==> config.mk <==
export PLATFORM = sky130hd
export DESIGN_NAME = id_buf_stage
export DESIGN_NICKNAME = d
export VERILOG_FILES = /design/src/rtl/id_pkg.sv /design/src/rtl/id_buf_stage_decoder.sv /design/src/rtl/id_buf_stage.sv
export SDC_FILE = /design/constraint.sdc
export NUM_CORES = 1
export LEC_CHECK = 0
export CAP_MARGIN = 40
export CELL_PAD_IN_SITES_DETAIL_PLACEMENT = 0
export CELL_PAD_IN_SITES_GLOBAL_PLACEMENT = 1
export CORE_MARGIN = 8
export CORE_UTILIZATION = 44
export CTS_BUF_LIST = sky130_fd_sc_hd__clkbuf_4 sky130_fd_sc_hd__clkbuf_8 sky130_fd_sc_hd__clkbuf_16
export DETAILED_ROUTE_END_ITERATION = 6
export PLACE_DENSITY = 0.92
export SYNTH_ARGS = -nofsm -noshare
export SYNTH_HDL_FRONTEND = slang
export SYNTH_SLANG_ARGS = --single-unit
==> constraint.sdc <==
create_clock -name clk -period 13.7 [get_ports clk]
set_input_delay 1.37 -clock clk [delete_from_list [all_inputs] [get_ports clk]]
set_output_delay 1.37 -clock clk [all_outputs]
set_load 0.02 [all_outputs]
==> src/rtl/id_pkg.sv <==
// id_pkg: shared opcodes, branch kinds and bus layouts for the decode/operand stage
package id_pkg;
  localparam int XLEN = 32;
  localparam int REG_W = 5;
  localparam int IF_TO_ID_W = 97;
  localparam int BP_UPD_W = 67;
  localparam int IB_INST_LSB = 0;
  localparam int IB_PC_LSB = 32;
  localparam int IB_NPC_LSB = 64;
  localparam int IB_PRED_TAKEN = 96;
  localparam int FWD_RD_W = 5;
  localparam int FWD_DATA_W = 32;
  localparam logic [16:0] OP_ADD_W = 17'h00020;
  localparam logic [16:0] OP_SUB_W = 17'h00022;
  localparam logic [16:0] OP_SLT = 17'h00024;
  localparam logic [16:0] OP_SLTU = 17'h00025;
  localparam logic [16:0] OP_NOR = 17'h00028;
  localparam logic [16:0] OP_AND = 17'h00029;
  localparam logic [16:0] OP_OR = 17'h0002a;
  localparam logic [16:0] OP_XOR = 17'h0002b;
  localparam logic [16:0] OP_SLL_W = 17'h0002e;
  localparam logic [16:0] OP_SRL_W = 17'h0002f;
  localparam logic [16:0] OP_SRA_W = 17'h00030;
  localparam logic [16:0] OP_MUL_W = 17'h00038;
  localparam logic [16:0] OP_MULH_W = 17'h00039;
  localparam logic [16:0] OP_MULH_WU = 17'h0003a;
  localparam logic [16:0] OP_DIV_W = 17'h00040;
  localparam logic [16:0] OP_MOD_W = 17'h00041;
  localparam logic [16:0] OP_DIV_WU = 17'h00042;
  localparam logic [16:0] OP_MOD_WU = 17'h00043;
  localparam logic [16:0] OP_SLLI_W = 17'h00081;
  localparam logic [16:0] OP_SRLI_W = 17'h00089;
  localparam logic [16:0] OP_SRAI_W = 17'h00091;
  localparam logic [9:0] OP_SLTI = 10'h008;
  localparam logic [9:0] OP_SLTUI = 10'h009;
  localparam logic [9:0] OP_ADDI_W = 10'h00a;
  localparam logic [9:0] OP_ANDI = 10'h00d;
  localparam logic [9:0] OP_ORI = 10'h00e;
  localparam logic [9:0] OP_XORI = 10'h00f;
  localparam logic [9:0] OP_LD_B = 10'h0a0;
  localparam logic [9:0] OP_LD_H = 10'h0a1;
  localparam logic [9:0] OP_LD_W = 10'h0a2;
  localparam logic [9:0] OP_ST_B = 10'h0a4;
  localparam logic [9:0] OP_ST_H = 10'h0a5;
  localparam logic [9:0] OP_ST_W = 10'h0a6;
  localparam logic [9:0] OP_LD_BU = 10'h0a8;
  localparam logic [9:0] OP_LD_HU = 10'h0a9;
  localparam logic [6:0] OP_LU12I_W = 7'h0a;
  localparam logic [6:0] OP_PCADDU12I = 7'h0e;
  localparam logic [5:0] OP_JIRL = 6'h13;
  localparam logic [5:0] OP_B = 6'h14;
  localparam logic [5:0] OP_BL = 6'h15;
  localparam logic [5:0] OP_BEQ = 6'h16;
  localparam logic [5:0] OP_BNE = 6'h17;
  localparam logic [5:0] OP_BLT = 6'h18;
  localparam logic [5:0] OP_BGE = 6'h19;
  localparam logic [5:0] OP_BLTU = 6'h1a;
  localparam logic [5:0] OP_BGEU = 6'h1b;
  typedef enum logic [3:0] {
    BR_NONE, BR_B, BR_BL, BR_JIRL, BR_BEQ, BR_BNE, BR_BLT, BR_BGE, BR_BLTU, BR_BGEU
  } br_kind_e;
  typedef struct packed {
    logic ok;
    logic [XLEN-1:0] val;
  } opnd_t;
endpackage

==> src/rtl/id_buf_stage_decoder.sv <==
// id_decoder: combinational instruction decode to operand use flags, branch kind and immediate
module id_decoder
  import id_pkg::*;
(
  input  logic [31:0] inst,
  output logic        use1,
  output logic        use2,
  output logic        rs2_is_rd,
  output br_kind_e    br_kind,
  output logic [31:0] imm
);
  logic [16:0] op17;
  logic [9:0] op10;
  logic [6:0] op7;
  logic [5:0] op6;
  logic [31:0] si12, ui12, ui5, si20, offs16, offs26;
  assign op17 = inst[31:15];
  assign op10 = inst[31:22];
  assign op7 = inst[31:25];
  assign op6 = inst[31:26];
  assign ui5 = {27'b0, inst[14:10]};
  assign si12 = {{20{inst[21]}}, inst[21:10]};
  assign ui12 = {20'b0, inst[21:10]};
  assign si20 = {inst[24:5], 12'b0};
  assign offs16 = {{14{inst[25]}}, inst[25:10], 2'b0};
  assign offs26 = {{4{inst[9]}}, inst[9:0], inst[25:10], 2'b0};
  // classify the instruction by its opcode field
  always_comb begin
    use1 = 1'b0;
    use2 = 1'b0;
    rs2_is_rd = 1'b0;
    br_kind = BR_NONE;
    imm = '0;
    if (op17 inside {OP_ADD_W, OP_SUB_W, OP_SLT, OP_SLTU, OP_NOR, OP_AND, OP_OR, OP_XOR,
                     OP_SLL_W, OP_SRL_W, OP_SRA_W, OP_MUL_W, OP_MULH_W, OP_MULH_WU,
                     OP_DIV_W, OP_MOD_W, OP_DIV_WU, OP_MOD_WU}) begin
      use1 = 1'b1;
      use2 = 1'b1;
    end else if (op17 inside {OP_SLLI_W, OP_SRLI_W, OP_SRAI_W}) begin
      use1 = 1'b1;
      imm = ui5;
    end else if (op10 inside {OP_SLTI, OP_SLTUI, OP_ADDI_W, OP_LD_B, OP_LD_H, OP_LD_W,
                              OP_LD_BU, OP_LD_HU}) begin
      use1 = 1'b1;
      imm = si12;
    end else if (op10 inside {OP_ANDI, OP_ORI, OP_XORI}) begin
      use1 = 1'b1;
      imm = ui12;
    end else if (op10 inside {OP_ST_B, OP_ST_H, OP_ST_W}) begin
      use1 = 1'b1;
      use2 = 1'b1;
      rs2_is_rd = 1'b1;
      imm = si12;
    end else if (op7 inside {OP_LU12I_W, OP_PCADDU12I}) begin
      imm = si20;
    end else if (op6 == OP_JIRL) begin
      use1 = 1'b1;
      br_kind = BR_JIRL;
      imm = offs16;
    end else if (op6 inside {OP_B, OP_BL}) begin
      br_kind = op6 == OP_B ? BR_B : BR_BL;
      imm = offs26;
    end else if (op6 inside {OP_BEQ, OP_BNE, OP_BLT, OP_BGE, OP_BLTU, OP_BGEU}) begin
      use1 = 1'b1;
      use2 = 1'b1;
      rs2_is_rd = 1'b1;
      imm = offs16;
      br_kind = op6 == OP_BEQ ? BR_BEQ :
                op6 == OP_BNE ? BR_BNE :
                op6 == OP_BLT ? BR_BLT :
                op6 == OP_BGE ? BR_BGE :
                op6 == OP_BLTU ? BR_BLTU : BR_BGEU;
    end
  end
endmodule

==> src/rtl/id_buf_stage.sv <==
// id_buf_stage: buffered decode stage with prioritised bypass, branch resolution and stall counting
module id_buf_stage
  import id_pkg::*;
#(
  parameter int DEPTH = 4,
  parameter int NUM_FWD = 3,
  parameter int CNT_W = 32
) (
  input  logic                          clk,
  input  logic                          reset,
  input  logic                          in_valid,
  output logic                          in_ready,
  input  logic [IF_TO_ID_W-1:0]         in_bus,
  output logic                          out_valid,
  input  logic                          out_ready,
  output logic [31:0]                   out_pc,
  output logic [31:0]                   out_inst,
  output logic [31:0]                   out_rj_val,
  output logic [31:0]                   out_rk_val,
  output logic [4:0]                    rf_raddr1,
  output logic [4:0]                    rf_raddr2,
  input  logic [31:0]                   rf_rdata1,
  input  logic [31:0]                   rf_rdata2,
  input  logic [NUM_FWD-1:0]            fwd_valid,
  input  logic [NUM_FWD-1:0]            fwd_ready,
  input  logic [FWD_RD_W*NUM_FWD-1:0]   fwd_rd,
  input  logic [FWD_DATA_W*NUM_FWD-1:0] fwd_data,
  input  logic                          flush,
  output logic                          redirect,
  output logic [31:0]                   redirect_pc,
  output logic                          bp_upd_en,
  output logic [BP_UPD_W-1:0]           bp_upd_bus,
  output logic [CNT_W-1:0]              stall_cnt
);
  localparam int AW = $clog2(DEPTH);
  localparam int CW = AW + 1;
  logic [IF_TO_ID_W-1:0] mem_q [DEPTH];
  logic [IF_TO_ID_W-1:0] mem_d [DEPTH];
  logic [AW-1:0] wr_ptr_q, wr_ptr_d, rd_ptr_q, rd_ptr_d;
  logic [CW-1:0] count_q, count_d;
  logic [CNT_W-1:0] stall_cnt_q, stall_cnt_d;
  logic [IF_TO_ID_W-1:0] head;
  logic [31:0] head_pc, head_npc, head_inst, imm, rj, rk, target, actual_next;
  logic unused_pred_taken;
  logic use1, use2, rs2_is_rd, head_valid, hazard, fire, push, kill, taken, is_branch, is_cond;
  br_kind_e br_kind;
  opnd_t op1, op2;

  // lowest-index matching source wins; r0 and unused operands never stall
  function automatic opnd_t resolve(input logic use_f, input logic [REG_W-1:0] addr,
                                    input logic [XLEN-1:0] rf_val,
                                    input logic [NUM_FWD-1:0] vld, input logic [NUM_FWD-1:0] rdy,
                                    input logic [FWD_RD_W*NUM_FWD-1:0] rds,
                                    input logic [FWD_DATA_W*NUM_FWD-1:0] dat);
    opnd_t r;
    r.ok = 1'b1;
    r.val = (use_f && addr != '0) ? rf_val : '0;
    if (use_f && addr != '0)
      for (int i = NUM_FWD - 1; i >= 0; i--)
        if (vld[i] && rds[i*FWD_RD_W +: FWD_RD_W] == addr) begin
          r.ok = rdy[i];
          r.val = dat[i*FWD_DATA_W +: FWD_DATA_W];
        end
    return r;
  endfunction

  assign head = mem_q[rd_ptr_q];
  assign head_inst = head[IB_INST_LSB +: 32];
  assign head_pc = head[IB_PC_LSB +: 32];
  assign head_npc = head[IB_NPC_LSB +: 32];
  assign unused_pred_taken = head[IB_PRED_TAKEN];

  id_decoder u_dec (
    .inst      (head_inst),
    .use1      (use1),
    .use2      (use2),
    .rs2_is_rd (rs2_is_rd),
    .br_kind   (br_kind),
    .imm       (imm)
  );

  assign rf_raddr1 = head_inst[9:5];
  assign rf_raddr2 = rs2_is_rd ? head_inst[4:0] : head_inst[14:10];
  assign op1 = resolve(use1, rf_raddr1, rf_rdata1, fwd_valid, fwd_ready, fwd_rd, fwd_data);
  assign op2 = resolve(use2, rf_raddr2, rf_rdata2, fwd_valid, fwd_ready, fwd_rd, fwd_data);
  assign rj = op1.val;
  assign rk = op2.val;

  assign head_valid = count_q != '0;
  assign hazard = head_valid && !(op1.ok && op2.ok);
  assign in_ready = count_q != CW'(DEPTH);
  assign out_valid = head_valid && !hazard;
  assign fire = out_valid && out_ready;
  assign push = in_valid && in_ready;
  assign out_pc = head_pc;
  assign out_inst = head_inst;
  assign out_rj_val = rj;
  assign out_rk_val = rk;

  // resolve the head branch against the IF prediction
  always_comb begin
    is_branch = br_kind != BR_NONE;
    is_cond = br_kind inside {BR_BEQ, BR_BNE, BR_BLT, BR_BGE, BR_BLTU, BR_BGEU};
    target = br_kind == BR_JIRL ? rj + imm : head_pc + imm;
    taken = br_kind inside {BR_B, BR_BL, BR_JIRL} ? 1'b1 :
            br_kind == BR_BEQ ? rj == rk :
            br_kind == BR_BNE ? rj != rk :
            br_kind == BR_BLT ? $signed(rj) < $signed(rk) :
            br_kind == BR_BGE ? $signed(rj) >= $signed(rk) :
            br_kind == BR_BLTU ? rj < rk :
            br_kind == BR_BGEU ? rj >= rk : 1'b0;
    actual_next = taken ? target : head_pc + 32'd4;
  end

  assign redirect = fire && head_npc != actual_next;
  assign redirect_pc = actual_next;
  assign bp_upd_en = fire;
  assign bp_upd_bus = {head_pc, is_branch, is_cond, taken, target};
  assign stall_cnt = stall_cnt_q;
  assign kill = flush || redirect;

  // buffer pointers, occupancy and stall counter next state
  always_comb begin
    mem_d = mem_q;
    if (push) mem_d[wr_ptr_q] = in_bus;
    wr_ptr_d = kill ? '0 : push ? wr_ptr_q + AW'(1) : wr_ptr_q;
    rd_ptr_d = kill ? '0 : fire ? rd_ptr_q + AW'(1) : rd_ptr_q;
    count_d = kill ? '0 : count_q + CW'(push) - CW'(fire);
    stall_cnt_d = (hazard && !(&stall_cnt_q)) ? stall_cnt_q + CNT_W'(1) : stall_cnt_q;
  end

  // state registers with asynchronous active-low reset
  always_ff @(posedge clk or negedge reset) begin
    if (!reset) begin
      for (int i = 0; i < DEPTH; i++) mem_q[i] <= '0;
      wr_ptr_q <= '0;
      rd_ptr_q <= '0;
      count_q <= '0;
      stall_cnt_q <= '0;
    end else begin
      mem_q <= mem_d;
      wr_ptr_q <= wr_ptr_d;
      rd_ptr_q <= rd_ptr_d;
      count_q <= count_d;
      stall_cnt_q <= stall_cnt_d;
    end
  end
endmodule

### After elaboration in Yosys (flattened, before gate mapping)

Cells that the tools add are included.

| word-level totals | value |
|---|---|
| word-level logic and storage cells | 199 |
| register bits after elaboration | 427 |
| output and inout port bits | 273 |
| bits of input ports | 283 |

| operators by class | value |
|---|---|
| equal/unequal tests | 65 |
| magnitude comparators | 7 |
| mux-type cells | 72 |
| reduce and logical (&&, ||, !) cells | 37 |
| $add $sub $neg | 8 |
| bitwise gates (word level) | 2 |

Operators by type and width:

| cell | number |
|---|---|
| $mux W32 | 13 |
| $bwmux W388 | 1 |
| $mux W33 | 8 |
| $eq A17 B6 Y1 const B | 14 |
| $bmux W97 S2 | 1 |
| $demux W97 S2 | 1 |
| $mux W96 | 2 |
| $mux W97 | 1 |
| $eq A10 B8 Y1 const B | 8 |
| $eq A17 B7 Y1 const B | 4 |
| $add A32 B32 Y32 | 2 |
| $ge A32 B32 Y1 | 2 |
| $lt A32 B32 Y1 | 2 |
| $ne A32 B32 Y1 | 2 |
| $eq A10 B4 Y1 const B | 6 |
| $eq A6 B5 Y1 const B | 9 |
| $mux W4 | 13 |
| $eq A17 B8 Y1 const B | 3 |
| $add A32 B1 Y32 const B | 1 |
| $add A32 B3 Y32 const B | 1 |
| $eq A32 B32 Y1 | 1 |
| $reduce_and A32 Y1 | 1 |
| $eq A5 B5 Y1 | 6 |
| $mux W1 | 25 |
| 25 further kinds | 64 |

### Logic depth before layout (Yosys ltp)

| logic depth | value |
|---|---|
| word-level depth | 36 |
| mapped depth | 33 |
| mapped depth without buffers | 27 |

### Hierarchy

A second synthesis with hierarchy kept.

| unflattened totals | value |
|---|---|
| cells, all modules | 2517 |
| area total of the unflattened synthesis | 27350.0 µm² |

Modules (own cells, without submodules):

| module | cells each | area each (µm²) | seq. area each (µm²) | times used |
|---|---|---|---|---|
| id_buf_stage | 2349 | 26266.4 | 10585.2 | 1 |
| id_decoder | 168 | 1083.5 | 0.0 | 1 |

### Least setup slack after synthesis

No wires, ideal clock.

| path | value |
|---|---|
| kind | flip-flop to output port |
| from | register rd_ptr_q[1] |
| to | output redirect |
| arrival time | 8.034 ns |
| setup slack | 4.296 ns |
| path buffers | 4 |
| required time | 12.330 ns |
| stages on the path, launching flop included | 31 |
| cell sequence | dfrtp_1 > buf_2 > mux4_2 > nor4b_4 > and4_4 > o21ai_2 > and3_1 > or4_1 > or4_1 > buf_2 > clkbuf_1 > mux2i_1 > o21ai_0 > mux2i_1 > nor2_1 > inv_1 > ha_1 > nand4_1 > nor4_1 > inv_1 > o2111ai_1 > nor3_1 > nor3b_1 > o21ai_1 > clkinv_1 > clkbuf_1 > nor2_1 > a21oi_1 > xnor2_1 > and4_1 > a21oi_1 |

| on the way | value |
|---|---|
| word-level cells in the longest chain between the ends | 34 |
| elaborated cells on any way between the ends | 162 |
| classes of those cells | add/sub (3); order compare (4); eq/ne (64); mux (64); bitwise (1); reduce/logical (26) |

Ends and longest elaborated chain:

| what | RTL line | text |
|---|---|---|
| start, declared | id_buf_stage.sv:39 | `logic [AW-1:0] wr_ptr_q, wr_ptr_d, rd_ptr_q, rd_ptr_d;` |
| start signal, assigned | id_buf_stage.sv:143 | `rd_ptr_q <= rd_ptr_d;` |
| $not A2 Y3 (implied by the code) * | id_buf_stage.sv:67 | `assign head = mem_q[rd_ptr_q];` |
| $bmux W97 S2 * | id_buf_stage.sv:67 |  |
| $mux W96 (implied by the code) * (2 in a row) | id_buf_stage.sv:67 |  |
| net out_inst[31] | id_buf_stage.sv:17 | `output logic [31:0] out_inst,` |
| $eq A6 B5 Y1 | id_buf_stage_decoder.sv:63 | `end else if (op6 inside {OP_BEQ, OP_BNE, OP_BLT, OP_BGE, OP_BLTU, OP_BGEU}) begin` |
| $reduce_bool A6 Y1 | id_buf_stage_decoder.sv:63 |  |
| $mux W1 | id_buf_stage_decoder.sv:63 |  |
| $mux W1 | id_buf_stage_decoder.sv:60 | `end else if (op6 inside {OP_B, OP_BL}) begin` |
| (+15 left out) | - |  |
| net out_rk_val[31] | id_buf_stage.sv:19 | `output logic [31:0] out_rk_val,` |
| (+4 left out) | - |  |
| $mux W1 | id_buf_stage.sv:108 | `br_kind == BR_BLT ? $signed(rj) < $signed(rk) :` |
| $mux W1 | id_buf_stage.sv:107 | `br_kind == BR_BNE ? rj != rk :` |
| $mux W1 * | id_buf_stage.sv:106 | `br_kind == BR_BEQ ? rj == rk :` |
| $mux W1 * | id_buf_stage.sv:105 | `taken = br_kind inside {BR_B, BR_BL, BR_JIRL} ? 1'b1 :` |
| $mux W32 * | id_buf_stage.sv:112 | `actual_next = taken ? target : head_pc + 32'd4;` |
| net redirect_pc[31] | id_buf_stage.sv:30 | `output logic [31:0] redirect_pc,` |
| $ne A32 B32 Y1 * | id_buf_stage.sv:115 | `assign redirect = fire && head_npc != actual_next;` |
| $logic_and A1 B1 Y1 * | id_buf_stage.sv:115 |  |
| end, declared | id_buf_stage.sv:29 | `output logic redirect,` |

Mark *: on every way through the listed nets, which the timed path passes. The rest lies on a longest branch. The select of a mux whose other input is x is not followed.

### Worst setup path after layout

| path | value |
|---|---|
| from | register rd_ptr_q[0] |
| to | output redirect |

| on the way | value |
|---|---|
| word-level cells in the longest chain between the ends | 34 |
| elaborated cells on any way between the ends | 162 |
| classes of those cells | add/sub (3); order compare (4); eq/ne (64); mux (64); bitwise (1); reduce/logical (26) |

Ends and longest elaborated chain:

| what | RTL line | text |
|---|---|---|
| $not A2 Y3 (implied by the code) * | id_buf_stage.sv:67 |  |
| $bmux W97 S2 * | id_buf_stage.sv:67 |  |
| $mux W96 (implied by the code) * (2 in a row) | id_buf_stage.sv:67 |  |
| $eq A6 B5 Y1 (tied with other cells) | id_buf_stage_decoder.sv:63, id_buf_stage_decoder.sv:68 |  |
| $reduce_bool A6 Y1 | id_buf_stage_decoder.sv:63 |  |
| $mux W1 | id_buf_stage_decoder.sv:63 |  |
| $mux W1 | id_buf_stage_decoder.sv:60 |  |
| $mux W1 | id_buf_stage_decoder.sv:56 | `end else if (op6 == OP_JIRL) begin` |
| (+17 left out) | - |  |
| $mux W1 | id_buf_stage.sv:109 | `br_kind == BR_BGE ? $signed(rj) >= $signed(rk) :` |
| $mux W1 | id_buf_stage.sv:108 |  |
| $mux W1 | id_buf_stage.sv:107 |  |
| $mux W1 | id_buf_stage.sv:106 |  |
| $mux W1 | id_buf_stage.sv:105 |  |
| $mux W32 | id_buf_stage.sv:112 |  |
| $ne A32 B32 Y1 | id_buf_stage.sv:115 |  |
| $logic_and A1 B1 Y1 * | id_buf_stage.sv:115 |  |

Every way passes the cells marked *; elsewhere a longest branch is shown, timed or not. The select of a mux whose other input is x is not followed.

==> out/metrics.yaml <==
timing:
  slew_violations: 0
  fin_ws_ps: 1460
  worstMarginPinSlew_ps: 959
  hold_viol: 0
  hold_slack_ps: 493
  finalCritPeriodShare: 0.893
  fmax_ghz: 0.0817
  fin_setup_tns_ps: 0
  grt_setup_unrepaired: "false"
  period_minus_slack_ps: 12240
  skew_ps: 38.4
  slew_headroom: 0.361
  setup_viol: 0
global_routing:
  grtUsageTotal: 0.288
  grt_start_max_net_pins: 124
  antenna_found_initial: 22
  grt_pass1_vias: 24000
  grt_remaining_overflow: 0
  grt_pass1_wl_mm: 155
pwr:
  leakage_nw: 14.6
  vdd.ir_drop.worst_uv: 161
  powerDensity_mw_per_mm2: 254
critical_path:
  critPathKind: "reg2out"
  endpoint_kind: "primary output"
  worst_r2r_endpoint: "count_q[0]"
  worstPathRequired_ps: 12330
  crit_slowest_cell: "dfrtp_4"
  cpMostUsedCell: "mux2i_1"
  critical_path.startpoint: "rd_ptr_q[0]"
  ff2ff_setup_slack_ps: 3440
  cp-start-kind: "register"
  rr_startpoint: "rd_ptr_q[0]"
  crit_arrival_ps: 10870
  cp_slowest_stage_delay_ps: 900
  cp_max_fo: 37
  reg2regPathDepth: 27
place:
  port_buffers: 554
  place.gp.congestion: 0.929
  dp_worst_setup_slack_ps: 2060
  place_hpwl_mm: 81.4
clock_network:
  cts_inserted_buffers: 43
  ctsHoldBuffers: 0
  root_buffer: "clkbuf_16"
  cts.sinks: 423
  cts_setup_buffers: 0
  cts_tree: "built"
  clk_pin_slew_worst_paths_ps: 60
  clk_latency_ps: 570
  cts_resized: 0
  htree_levels: 2
  cts_buffer_depth: 3
synthesis:
  yosys_warnings: 0
  synth_edf_count: 0
  syn_area_mm2: 0.0274
  synth.avg_cell_area_um2: 10.9
  synth_most_common_cell: "dfrtp_1"
  netlist.area_leader.share: 0.386
  seq_area_frac_synth: 0.386
  synth.area.top_cells: "dfrtp_1, mux2_2, mux4_2, mux2i_1, xnor2_1"
  yosysTopAreaCell: "dfrtp_1"
  synth_ff_type: "dfrtp_1"
  synth_cells: 2508
  synthesis.nets: 2864
  synth_common_cells: "dfrtp_1, mux2_2, nor2_1"
  synth-async-reset-ratio: 1.00
  synth-seq-cells: 423
  yosysUniqueCellTypes: 78
routing:
  wl_mm: 106
  vias: 22900
  drt_first_pass_iters: 6
  routedWlPerCell_um: 27.4
  vias_per_cell: 5.94
  drtIter0Drc: 1796
  drc_errors: 0
  drtAntennaViolNets: 0
floorplanning:
  die_w_um: 266
  die_area_mm2: 0.0705
  num_io_pins: 556
  die_y_um: 266
  start_util: 0.445
  core_mm2: 0.0616
  placementRows: 91
job:
  maxCapViolations: 0
hold_path:
  worstHoldStart: "stall_cnt[26]"
  hold_path_end: "stall_cnt[26]"
  hold_depth: 1
  hp-class: "reg2reg"
layout:
  fin_nets: 3316
  syn_to_final_growth_pct: 28.7
  final_util: 0.573
  drive_gt1_frac: 0.226
run_status:
  status: "finished, final reports clean"
-- worst max-delay path, delay by kind of cell (launching register included) --
kind | cells | cell delay [ps]
flops | 1 | 900
compound gates | 4 | 930
simple gates | 12 | 4200
mux | 4 | 1600
buf+inv | 5 | 1950
xor+xnor | 2 | 300
fa+ha+maj | 1 | 310
-- worst max-delay path by stage --
stage | endpoint | slack [ps] | depth (start not counted)
after CTS | redirect | 1440 | 30
after detailed placement | redirect | 2060 | 30
final | redirect | 1460 | 28
after global routing | redirect | 740 | 30
after global placement | redirect | 1800 | 28
after floorplan | redirect | 4300 | 30
-- power breakdown --
group / total (mW) / switching (mW) / internal, mW / leakage [nW]
Clock: 1.27 / 0.505 / 0.762 / 0.777
Combinational: 5.71 / 3.32 / 2.39 / 8.52
Sequential: 1.99 / 0.254 / 1.74 / 5.28
Total: 8.97 / 4.08 / 4.90 / 14.6
-- through the flow --
stage | cells | instance area [µm²] | total power, mW
5_1_grt | 3845 | 35300 | 9.41
4_1_cts | 3830 | 35200 | 8.96
3_3_place_gp | 3737 | 33400 | 7.50
2_1_floorplan | 2508 | 27400 | 5.29
3_5_place_dp | 3751 | 33600 | 7.66
6_report | 3847 | 35300 | 8.97
-- area by class of cell --
cell class	count	area, µm²
repair buffers	598	6050
well taps	837	1050
flip-flops and latches	423	10600
clock inverters	13	204
multi-input cells	1809	15700
fillers	5070	26300
clock buffers	66	1360
diodes	16	40.0
inverters	85	319
-- registers in the layout (all words and copies together), names as in the netlist --
register and count:
count_q 3, mem_q 384, rd_ptr_q 2, stall_cnt 32, wr_ptr_q 2
-- kinds of logic after synthesis --
| group | share of synthesized area |
|---|---|
| adders and majority gates | 0.0339 |
| and+or+nand+nor | 0.0994 |
| buffers and inverters | 0.0461 |
| muxes | 0.291 |
| xor gates and xnor gates | 0.0478 |
| AOI/OAI and AO/OA | 0.0957 |
| DFF | 0.386 |
-- per-layer routing --
| metal | up-vias | wire [µm] | part of all wire | global-route usage |
|---|---|---|---|---|
| met5 | - | 42 | 0.00040 | 0 |
| met4 | 6 | 5350 | 0.051 | 0.138 |
| met3 | 231 | 8340 | 0.079 | 0.0658 |
| met2 | 972 | 50600 | 0.48 | 0.484 |
| met1 | 11500 | 41200 | 0.39 | 0.350 |
| li1 | 10100 | - | - | - |
-- cells in the final DEF, fill, tap and decap left out, drive strengths merged, types with 89 or more instances in the layout --
master | netlist | routed
mux4 | 94 | 94
nand2 | 128 | 128
clkdlybuf4s50 | 0 | 553
o21ai | 89 | 89
mux2i | 115 | 115
nor2 | 175 | 175
xnor2 | 102 | 102
dfrtp | 423 | 423
a21oi | 136 | 136
mux2 | 418 | 418
No activity file was read; power rests on OpenSTA's default activity.
